**src/rtl/serial_adder_pkg.sv**
```systemverilog
// Shared state encoding for the bit-serial adder.
package serial_adder_pkg;

  localparam int unsigned STATE_W = 2;

  typedef enum logic [STATE_W-1:0] {
    IDLE = 2'd0,
    RUN  = 2'd1,
    DONE = 2'd2
  } state_e;

endpackage

```
**src/rtl/serial_adder_full_add_cell.sv**
```systemverilog
// Single-bit full adder used as the serial datapath of serial_adder.
module full_add_cell (
  input  logic x,
  input  logic y,
  input  logic ci,
  output logic s,
  output logic co
);

  assign s  = x ^ y ^ ci;
  assign co = (x & y) | (x & ci) | (y & ci);

endmodule

```
**src/rtl/serial_adder.sv**
```systemverilog
// Bit-serial LSB-first adder: WIDTH clocks per add through one full-adder cell.
// Define SERIAL_ADDER_OVF_EN to add the signed-overflow output ovf.
module serial_adder
  import serial_adder_pkg::*;
#(
  parameter  int unsigned WIDTH = 8,
  localparam int unsigned CNT_W = $clog2(WIDTH + 1)
) (
  input  logic             clk,
  input  logic             rst,
  input  logic             start,
  input  logic [WIDTH-1:0] a,
  input  logic [WIDTH-1:0] b,
  input  logic             cin,
  output logic             busy,
  output logic             done,
  output logic [WIDTH-1:0] sum,
  output logic             cout
`ifdef SERIAL_ADDER_OVF_EN
  ,
  output logic             ovf
`endif
);

  state_e           state_q, state_d;
  logic [WIDTH-1:0] sha_q, sha_d;
  logic [WIDTH-1:0] shb_q, shb_d;
  logic [WIDTH-1:0] psum_q, psum_d;
  logic [WIDTH-1:0] sum_q, sum_d;
  logic [CNT_W-1:0] cnt_q, cnt_d;
  logic             carry_q, carry_d;
  logic             busy_q, busy_d;
  logic             done_q, done_d;
  logic             cout_q, cout_d;
  logic             ovf_q, ovf_d;
  logic             fa_s, fa_co;

  full_add_cell u_fa (
    .x  (sha_q[0]),
    .y  (shb_q[0]),
    .ci (carry_q),
    .s  (fa_s),
    .co (fa_co)
  );

  // Next-state and datapath; result registers move only on the last bit.
  always_comb begin
    state_d = state_q;
    sha_d   = sha_q;
    shb_d   = shb_q;
    psum_d  = psum_q;
    sum_d   = sum_q;
    cnt_d   = cnt_q;
    carry_d = carry_q;
    cout_d  = cout_q;
    ovf_d   = ovf_q;
    busy_d  = 1'b0;
    done_d  = 1'b0;

    case (state_q)
      IDLE: begin
        if (start) begin
          sha_d   = a;
          shb_d   = b;
          carry_d = cin;
          cnt_d   = '0;
          busy_d  = 1'b1;
          state_d = RUN;
        end
      end
      RUN: begin
        sha_d   = {1'b0, sha_q[WIDTH-1:1]};
        shb_d   = {1'b0, shb_q[WIDTH-1:1]};
        psum_d  = {fa_s, psum_q[WIDTH-1:1]};
        carry_d = fa_co;
        cnt_d   = cnt_q + CNT_W'(1);
        busy_d  = 1'b1;
        if (cnt_q == CNT_W'(WIDTH - 1)) begin
          sum_d   = psum_d;
          cout_d  = fa_co;
          // carry into the MSB is the carry register while the MSB is processed
          ovf_d   = carry_q ^ fa_co;
          busy_d  = 1'b0;
          done_d  = 1'b1;
          state_d = DONE;
        end
      end
      DONE: begin
        state_d = IDLE;
      end
      default: begin
        state_d = IDLE;
      end
    endcase
  end

  always_ff @(posedge clk or posedge rst) begin
    if (rst) begin
      state_q <= IDLE;
      sha_q   <= '0;
      shb_q   <= '0;
      psum_q  <= '0;
      sum_q   <= '0;
      cnt_q   <= '0;
      carry_q <= 1'b0;
      busy_q  <= 1'b0;
      done_q  <= 1'b0;
      cout_q  <= 1'b0;
      ovf_q   <= 1'b0;
    end else begin
      state_q <= state_d;
      sha_q   <= sha_d;
      shb_q   <= shb_d;
      psum_q  <= psum_d;
      sum_q   <= sum_d;
      cnt_q   <= cnt_d;
      carry_q <= carry_d;
      busy_q  <= busy_d;
      done_q  <= done_d;
      cout_q  <= cout_d;
      ovf_q   <= ovf_d;
    end
  end

  assign busy = busy_q;
  assign done = done_q;
  assign sum  = sum_q;
  assign cout = cout_q;

`ifdef SERIAL_ADDER_OVF_EN
  assign ovf = ovf_q;
`else
  logic unused_ovf;
  assign unused_ovf = ovf_q;
`endif

endmodule

```
**config.mk**
```make
export PLATFORM = sky130hd
export DESIGN_NAME = serial_adder
export DESIGN_NICKNAME = d
export VERILOG_FILES = /design/src/rtl/serial_adder_pkg.sv /design/src/rtl/serial_adder_full_add_cell.sv /design/src/rtl/serial_adder.sv
export SDC_FILE = /design/constraint.sdc
export NUM_CORES = 1
export LEC_CHECK = 0
export ABC_AREA = 1
export CORE_MARGIN = 1
export CORE_UTILIZATION = 55
export DETAILED_ROUTE_END_ITERATION = 7
export GPL_ROUTABILITY_DRIVEN = 0
export HOLD_SLACK_MARGIN = 0.15
export PLACE_DENSITY = 0.82
export SKIP_LAST_GASP = 1
export SYNTH_ARGS = -nofsm -noshare
export SYNTH_HDL_FRONTEND = slang
export SYNTH_SLANG_ARGS = --single-unit
export TNS_END_PERCENT = 1
```
**constraint.sdc**
```tcl
create_clock -name clk -period 2 [get_ports clk]
set_input_delay 0.4 -clock clk [delete_from_list [all_inputs] [get_ports clk]]
set_output_delay 0.4 -clock clk [all_outputs]
set_load 0.1 [all_outputs]
```
==> results.sh, run 1 <==
export IMPL_cts_buffer_depth=2
export IMPL_finalCriticalPeriod_ps=1436
export IMPL_die_y_um=61.04
export IMPL_fin_cells=303
export IMPL_yosys_area_top_type="dfrtp_1"
export IMPL_grt_max_degree=42
export IMPL_portBuffers=30
export IMPL_hold_viol=0
export IMPL_cp_arrival_ps=1680
export IMPL_root_buffer="clkbuf_4"
export IMPL_worstSetupEndpointType="flip-flop"
export IMPL_yosys_area_top_type_share_pct=53.52
export IMPL_rows=21
export IMPL_max_vdd_ir_drop_mv=0.7340
export IMPL_pwr_share_seq_pct=34.8
export IMPL_layout_setup_ws_ps=564.5
export IMPL_maxSlewViolCount=0
export IMPL_clkLatencyLatePin_ps=340
export IMPL_drc=0
export IMPL_final_antenna_net_count=0
export IMPL_finClkSkew_ps=8.192
export IMPL_viasPerCell=5.106
export IMPL_clock_fmax_ghz=0.6966
export IMPL_crit_top_cell="nand2_1"
export IMPL_grt_use_total_pct=21.79
export IMPL_critPathLaunch="state_q[1]"
export IMPL_swShare_pct=49.26
export IMPL_hold_buffers=0
export IMPL_tightest_slew_ps=487.6
export IMPL_fp_dieW_um=61.04
export IMPL_clock_sinks=41
export IMPL_synth_edff_count=0
export IMPL_ys_top_cells_by_area="dfrtp_1, nand2_1, nand3_1"
export IMPL_yosysSeqAreaShare_pct=53.52
export IMPL_worst_r2r_cell_count=6
export IMPL_relSlewSlack_pct=67.49
export IMPL_ys_ff_latch=41
export IMPL_drive_gt1_share_pct=12.06
export IMPL_wl_per_cell_um=11.32
export IMPL_grt_pass1_vias=1370
export IMPL_path_cells="inv_4, nand2_8, inv_2, nand2_2, nand2_1, nand2_1"
export IMPL_power_switching_mw=1.998
export IMPL_antenna_cells=0
export IMPL_cts_buffers=5
export IMPL_htree_levels=2
export IMPL_cts_tree="yes"
export IMPL_rr_startpoint="state_q[1]"
export IMPL_post_route_period_util_pct=71.78
export IMPL_dieArea_um2=3725
export IMPL_comb_power_share_pct=51.5
export IMPL_hold_path_class="in -> async"
export IMPL_internal_power_mw=2.058
export IMPL_finalSetupTns_ps=0
export IMPL_ios=31
export IMPL_path_max_fanout=23
export IMPL_synthArstFlopShare_pct=100.0
export IMPL_synth_nets=249
export IMPL_yosysWarnings=0
export IMPL_critical_path_class="reg -> reg"
export IMPL_rrSetupSlack_ps=560
export IMPL_required_ps=2240
export IMPL_whs_ps=465.6
export IMPL_maxCapViolCount=0
export IMPL_r2r_end="sum[4]"
export IMPL_areaGrowthSynthToFinish_pct=18.21
export IMPL_syn_avg_cell_area_um2=8.444
export IMPL_placed_cells=295
export IMPL_routed_wl_um=3431
export IMPL_p_clk_share_pct=13.7
export IMPL_ys_flop_type="dfrtp_1"
export IMPL_setup_violations=0
export IMPL_synth_cells=227
export IMPL_post_cts_buffers=0
export IMPL_path_clk_slew_ps=120
export IMPL_cts_resized_gates=0
export IMPL_fp_coreArea_um2=3337
export IMPL_firstDrtPassIters=4
export IMPL_n_fill_cell=291
export IMPL_antenna_found_initial=0
export IMPL_hpwl_um=2260
export IMPL_initial_core_util_pct=57.44
export IMPL_setup_worst_path_end="sum[4]"
export IMPL_start_kind="flip-flop"
export IMPL_grt_overflow=0
export IMPL_rsz0062_at_grt="no"
export IMPL_status="completed"
export IMPL_synth_cell_types=23
export IMPL_grt_pass1_wl_um=5947
export IMPL_dr_first_iter_drc_count=113
export IMPL_max_stage_delay_ps=410
export IMPL_vias=1547
export IMPL_leakagePower_nw=1.213
export IMPL_syn_area_um2=1917
export IMPL_slowest_stage="dfrtp_1"
export IMPL_place_worst_setup_slack_ps=418.7
export IMPL_power_density_nw_per_um2=1790
export IMPL_fin_nets=278
cell usage in the layout (no fill, tap or decap), types with 2 or more instances in the layout:
cell type and n:
buf_4 14, clkbuf_4 5, clkdlybuf4s50_1 19, dfrtp_1 41, inv_1 4, nand2_1 111
nand2_4 2, nand3_1 38, nand4_1 2, nor2_1 4, o21a_1 2
layout make-up:
class / count / area, um2 / area share [%]
clock buffers: 7 / 55.05 / 2.430
clock inverters: 1 / 30.03 / 1.325
repair buffers: 33 / 295.3 / 13.03
multi-input cells: 169 / 777.0 / 34.29
well taps: 46 / 57.56 / 2.540
inverters: 6 / 25.02 / 1.104
flip-flops and latches: 41 / 1026 / 45.28
critical path, delay by kind of cell, from the launching register on:
kind                   cells  cell delay, ps
AND/OR/NAND/NOR            4             500
buffers and inverters      2             420
flip-flops                 1             410
synthesized netlist by cell type, types with 2 or more instances:
library cell / instances
nand4_1: 2
buf_6: 5
inv_1: 4
o21a_1: 2
nor2_1: 4
dfrtp_1: 41
buf_2: 5
nand2_1: 111
nand2_4: 2
nand3_1: 38
cells by family (layout without fill, tap and decap cells):
family / count (synthesis) / after routing / synth area share (%)
compound gates: 5 / 5 / 1.762
fa+ha+maj: 2 / 2 / 1.697
buf+inv: 17 / 47 / 5.939
flops: 41 / 41 / 53.52
simple gates: 162 / 162 / 37.08
per-stage QoR:
stage / power [mW] / area, um2 / util [%]
2_1_floorplan: 3.200 / 1917 / -
3_3_place_gp: 3.483 / 2181 / 65.35
3_5_place_dp: 3.523 / 2181 / 65.35
4_1_cts: 4.082 / 2266 / 67.90
5_1_grt: 4.391 / 2266 / 67.90
6_report: 4.056 / 2266 / 67.90
registers in the layout (all words and copies together) (netlist names):
| name | flops |
|---|---|
| busy | 1 |
| carry_q | 1 |
| cnt_q | 4 |
| cout | 1 |
| done | 1 |
| psum_q | 7 |
| sha_q | 8 |
| shb_q | 8 |
| state_q | 2 |
| sum | 8 |
metal layers:
layer	vias up	global-route usage [%]	share of wire, %
met5	-	0	0
met4	0	9.740	1.4
met3	6	5.462	3.9
met2	35	31.99	45
met1	732	30.71	50
li1	774	-	-
worst min path at each step:
| stage | slack [ps] | endpoint | from | cells after the start |
|---|---|---|---|---|
| final | 470 | sum[6] | rst | 3 |
| after global routing | 510 | sum[0] | sum[0] | 2 |
| after CTS | 480 | sum[5] | rst | 3 |
| after detailed placement | 460 | sum[0] | psum_q[1] | 2 |
| after global placement | 450 | sum[0] | psum_q[1] | 2 |
| after floorplan | 440 | sum[1] | psum_q[2] | 2 |
power groups by stage:
stage               Clock, mW  Sequential, mW  Combinational, mW
detailed placement          0            1.42               2.10
CTS                     0.567            1.41               2.11
global placement            0            1.42               2.07
finish                  0.556            1.41               2.09
floorplan                   0            2.01               1.19
global route            0.595            1.46               2.33
No activity file was read; power rests on OpenSTA's default activity.
==> run 2, diff against run 1 <==
Settings changed: CORE_UTILIZATION 55 to 52, PLACE_DENSITY 0.82 to 0.78.
Clock period 2 ns to 1.4 ns, I/O delays scaled along.
==> results.sh, run 2 (same netlist as run 1, synthesis figures left out) <==
export IMPL_clock_fmax_ghz=0.7524
export IMPL_max_vdd_ir_drop_mv=1.386
export IMPL_tightest_slew_ps=239.6
export IMPL_grt_pass1_vias=1553
export IMPL_rr_startpoint="cnt_q[0]"
export IMPL_cts_tree="yes"
export IMPL_grt_overflow=0
export IMPL_hold_path_class="in -> async"
export IMPL_finalCriticalPeriod_ps=1329
export IMPL_drive_gt1_share_pct=13.41
export IMPL_maxSlewViolCount=0
export IMPL_dr_first_iter_drc_count=164
export IMPL_wl_per_cell_um=12.35
export IMPL_cts_buffers=5
export IMPL_power_switching_mw=3.038
export IMPL_antenna_cells=0
export IMPL_swShare_pct=48.44
export IMPL_power_mw=6.272
export IMPL_worst_r2r_cell_count=5
export IMPL_final_antenna_net_count=0
export IMPL_fin_nets=282
export IMPL_power_density_nw_per_um2=2567
export IMPL_path_max_fanout=10
export IMPL_fp_dieW_um=62.72
export IMPL_p_clk_share_pct=11.8
export IMPL_htree_levels=2
export IMPL_clkLatencyLatePin_ps=300
export IMPL_dieArea_um2=3933
export IMPL_internal_power_mw=3.234
export IMPL_vias=1569
export IMPL_post_route_period_util_pct=94.94
export IMPL_cp_arrival_ps=1570
export IMPL_dr_wl_met3_um=87
export IMPL_drc=0
export IMPL_path_clk_slew_ps=80
export IMPL_comb_power_share_pct=54.5
export IMPL_place_area_um2=2361
export IMPL_place_worst_setup_slack_ps=20.82
export IMPL_top_layer="met4"
export IMPL_met1Wirelength_um=1817
export IMPL_maxCapViolCount=0
export IMPL_required_ps=1640
export IMPL_viasPerCell=5.111
export IMPL_firstDrtPassIters=4
export IMPL_setup_violations=0
export IMPL_grt_use_total_pct=22.06
export IMPL_final_cell_mix="nand2_1, dfrtp_1, nand3_1"
export IMPL_fp_coreArea_um2=3442
export IMPL_rrSetupSlack_ps=70
export IMPL_final_common_cell="nand2_1"
export IMPL_critPathLaunch="cnt_q[0]"
export IMPL_hpwl_um=2641
export IMPL_cts_buffer_depth=2
export IMPL_status="completed"
export IMPL_routed_wl_um=3790
export IMPL_die_y_um=62.72
export IMPL_layout_setup_ws_ps=70.88
export IMPL_whs_ps=336.7
export IMPL_grt_pass1_wl_um=6637
export IMPL_areaGrowthSynthToFinish_pct=27.48
export IMPL_clock_sinks=41
export IMPL_ios=31
export IMPL_finClkSkew_ps=8.496
export IMPL_utilization_pct=70.99
export IMPL_cts_resized_gates=0
export IMPL_grt_max_degree=42
export IMPL_start_kind="flip-flop"
export IMPL_relSlewSlack_pct=83.99
export IMPL_pwr_share_seq_pct=33.7
export IMPL_worstSetupEndpointType="flip-flop"
export IMPL_wl_met2_um=1792
export IMPL_rows=21
export IMPL_portBuffers=30
export IMPL_root_buffer="clkbuf_8"
export IMPL_rsz0062_at_grt="yes"
export IMPL_antenna_found_initial=0
export IMPL_critical_path_class="reg -> reg"
export IMPL_initial_core_util_pct=55.69
export IMPL_hold_viol=0
export IMPL_r2r_end="cout"
export IMPL_final_cell_area_um2=2444
export IMPL_leakagePower_nw=1.276
## run 2: cell types whose count changed in the layout (fill, tap and decap cells not counted), sizes merged
cell / delta
buf: +4
bufinv: -1
clkbuf: -1
clkinv: +2
## run 2: worst max path at each step
| stage | end |
|---|---|
| floorplan | busy |
| global placement | sha_q[3] |
| detailed placement | sha_q[1] |
| CTS | sum[4] |
| global route | sum[5] |
| finish | cout |
## run 2: through the flow
step / std cells / setup TNS (ps)
2_1_floorplan: 227 / 0
3_3_place_gp: 299 / 0
3_5_place_dp: 299 / 0
4_1_cts: 307 / 0
5_1_grt: 307 / -83.34
6_report: 307 / 0
## run 2: final cells by class
cell class | count | area [um2]
clock inverter | 2 | 10.01
fill | 284 | 998.5
multi-input combinational | 169 | 777.0
tap | 46 | 57.56
timing repair buffer | 37 | 475.5
clock buffer | 6 | 72.57
sequential | 41 | 1026
inverter | 6 | 25.02
## run 2: per-layer routing
| metal | vias up | track usage, % |
|---|---|---|
| met5 | - | 0 |
| met4 | 0 | 12.79 |
| met3 | 7 | 3.832 |
| met2 | 31 | 36.68 |
| met1 | 746 | 26.90 |
| li1 | 785 | - |
## run 2: worst max-delay path: stages, from the launching register on
cell and delay (ps):
dfrtp_1 470, ha_1 240, nand3_2 160, nor2_4 250, nand2_1 90, nand2_1 70
## run 2: timing repair
| item | 4_1_cts | 5_1_grt |
|---|---|---|
| hold buffers | 0 | 0 |
| buffers inserted | 0 | 0 |
| endpoints found under the setup margin | 0 | 7 |
## run 2: power by group through the flow
stage          Sequential (mW)  Combinational [mW]  Clock, mW
2_1_floorplan             2.87                1.70          0
6_report                  2.11                3.42      0.740
4_1_cts                   2.11                3.44      0.753
3_3_place_gp              2.11                3.34          0
5_1_grt                   2.17                3.73      0.806
3_5_place_dp              2.13                3.43          0
==> run 3, diff against run 2 <==
Settings changed: CORE_ASPECT_RATIO from default to 0.5.
==> results.sh, run 3 (same netlist as run 1, synthesis figures left out) <==
export IMPL_clock_fmax_ghz=0.8083
export IMPL_drive_gt1_share_pct=15.15
export IMPL_cts_tree="yes"
export IMPL_grt_use_total_pct=22.73
export IMPL_worstSetupEndpointType="flip-flop"
export IMPL_die_y_um=44.93
export IMPL_whs_ps=361.4
export IMPL_routed_wl_um=3845
export IMPL_rows=15
export IMPL_hold_viol=0
export IMPL_layout_setup_ws_ps=162.8
export IMPL_utilization_pct=71.78
export IMPL_finClkSkew_ps=5.769
export IMPL_place_worst_setup_slack_ps=65.51
export IMPL_hold_buffers=0
export IMPL_fp_coreArea_um2=3472
export IMPL_hold_path_class="in -> async"
export IMPL_antenna_cells=0
export IMPL_grt_max_degree=42
export IMPL_htree_levels=2
export IMPL_hpwl_um=2632
export IMPL_clkLatencyLatePin_ps=290
export IMPL_grt_overflow=0
export IMPL_post_route_period_util_pct=88.37
export IMPL_fin_nets=285
export IMPL_final_antenna_net_count=0
export IMPL_drc=0
export IMPL_setup_violations=0
export IMPL_rsz0062_at_grt="no"
export IMPL_antenna_found_initial=0
export IMPL_cp_arrival_ps=1470
export IMPL_leakagePower_nw=1.299
export IMPL_viasPerCell=5.076
export IMPL_ios=31
export IMPL_power_mw=6.381
export IMPL_vias=1599
export IMPL_cts_buffers=5
export IMPL_relSlewSlack_pct=83.76
export IMPL_required_ps=1630
export IMPL_fp_dieW_um=87.87
export IMPL_tightest_slew_ps=243.0
export IMPL_max_vdd_ir_drop_mv=0.7928
export IMPL_firstDrtPassIters=4
export IMPL_portBuffers=30
export IMPL_clock_sinks=41
export IMPL_finalCriticalPeriod_ps=1237
export IMPL_critical_path_class="reg -> reg"
export IMPL_grt_pass1_vias=1550
export IMPL_root_buffer="clkbuf_8"
export IMPL_path_clk_slew_ps=80
export IMPL_final_cell_mix="nand2_1, dfrtp_1, nand3_1"
export IMPL_grt_pass1_wl_um=6679
export IMPL_status="completed"
export IMPL_initial_core_util_pct=55.21
export IMPL_start_kind="flip-flop"
export IMPL_cts_buffer_depth=2
export IMPL_areaGrowthSynthToFinish_pct=30.03
export IMPL_dr_first_iter_drc_count=81
export IMPL_maxCapViolCount=0
export IMPL_finalSetupTns_ps=0
export IMPL_final_common_cell="nand2_1"
export IMPL_path_max_fanout=10
export IMPL_power_density_nw_per_um2=2560
export IMPL_dieArea_um2=3948
export IMPL_wl_per_cell_um=12.21
export IMPL_maxSlewViolCount=0
==> run 3: cell types whose count changed in the layout (fill, tap and decap cells not counted), sizes merged <==
cell,change
clkbuf,+1
clkinv,-1
buf,+3
==> run 3: what timing repair did <==
item	CTS	global route
endpoints found under the hold margin	0	0
setup endpoints to repair	0	7
setup buffers	0	0
gates resized for setup	0	1
==> run 3: routing by layer <==
layer  vias to the layer above  global-route usage, %  wire, um
met3                         4                  6.581       184
met2                        40                  40.62      1832
met4                         0                  6.557        30
met5                         -                      0         0
met1                       762                  27.49      1798
li1                        793                      -         -
==> run 3: report_power, final <==
group,internal [mW],switching [mW]
Clock,0.446,0.400
Combinational,1.23,2.21
Sequential,1.69,0.409
==> run 3: cell type report <==
| class | instances | area, um2 |
|---|---|---|
| flip-flops and latches | 41 | 1027 |
| fillers | 275 | 979.7 |
| multi-input cells | 169 | 777.0 |
| repair buffers | 40 | 498.0 |
| clock buffers | 7 | 96.34 |
| well taps | 51 | 63.81 |
| inverters | 6 | 25.02 |
| clock inverters | 1 | 5.005 |
==> run 3: final timing paths <==
check	from	to	slack (ps)	depth (start not counted)
worst min-delay path	rst	sum[2]	360	3
max in group asynchronous	rst	cnt_q[0]	840	3
worst min register to register	psum_q[2]	sum[1]	470	2
min in group clk	psum_q[2]	sum[1]	470	2
worst max-delay path	cnt_q[0]	sum[6]	160	5
worst max register to register	cnt_q[0]	sum[6]	160	5
==> run 3: worst max-delay path, stage by stage, from the launching register on <==
cell	delay, ps
dfrtp_2	400
ha_1	210
nand3_2	150
nor2_4	240
nand2_1	90
nand2_1	70
==> run 3: per-stage QoR <==
step,std cells,instance area [um2]
2_1_floorplan,227,1917
3_3_place_gp,307,2390
3_5_place_dp,307,2390
4_1_cts,315,2491
5_1_grt,315,2492
6_report,315,2492
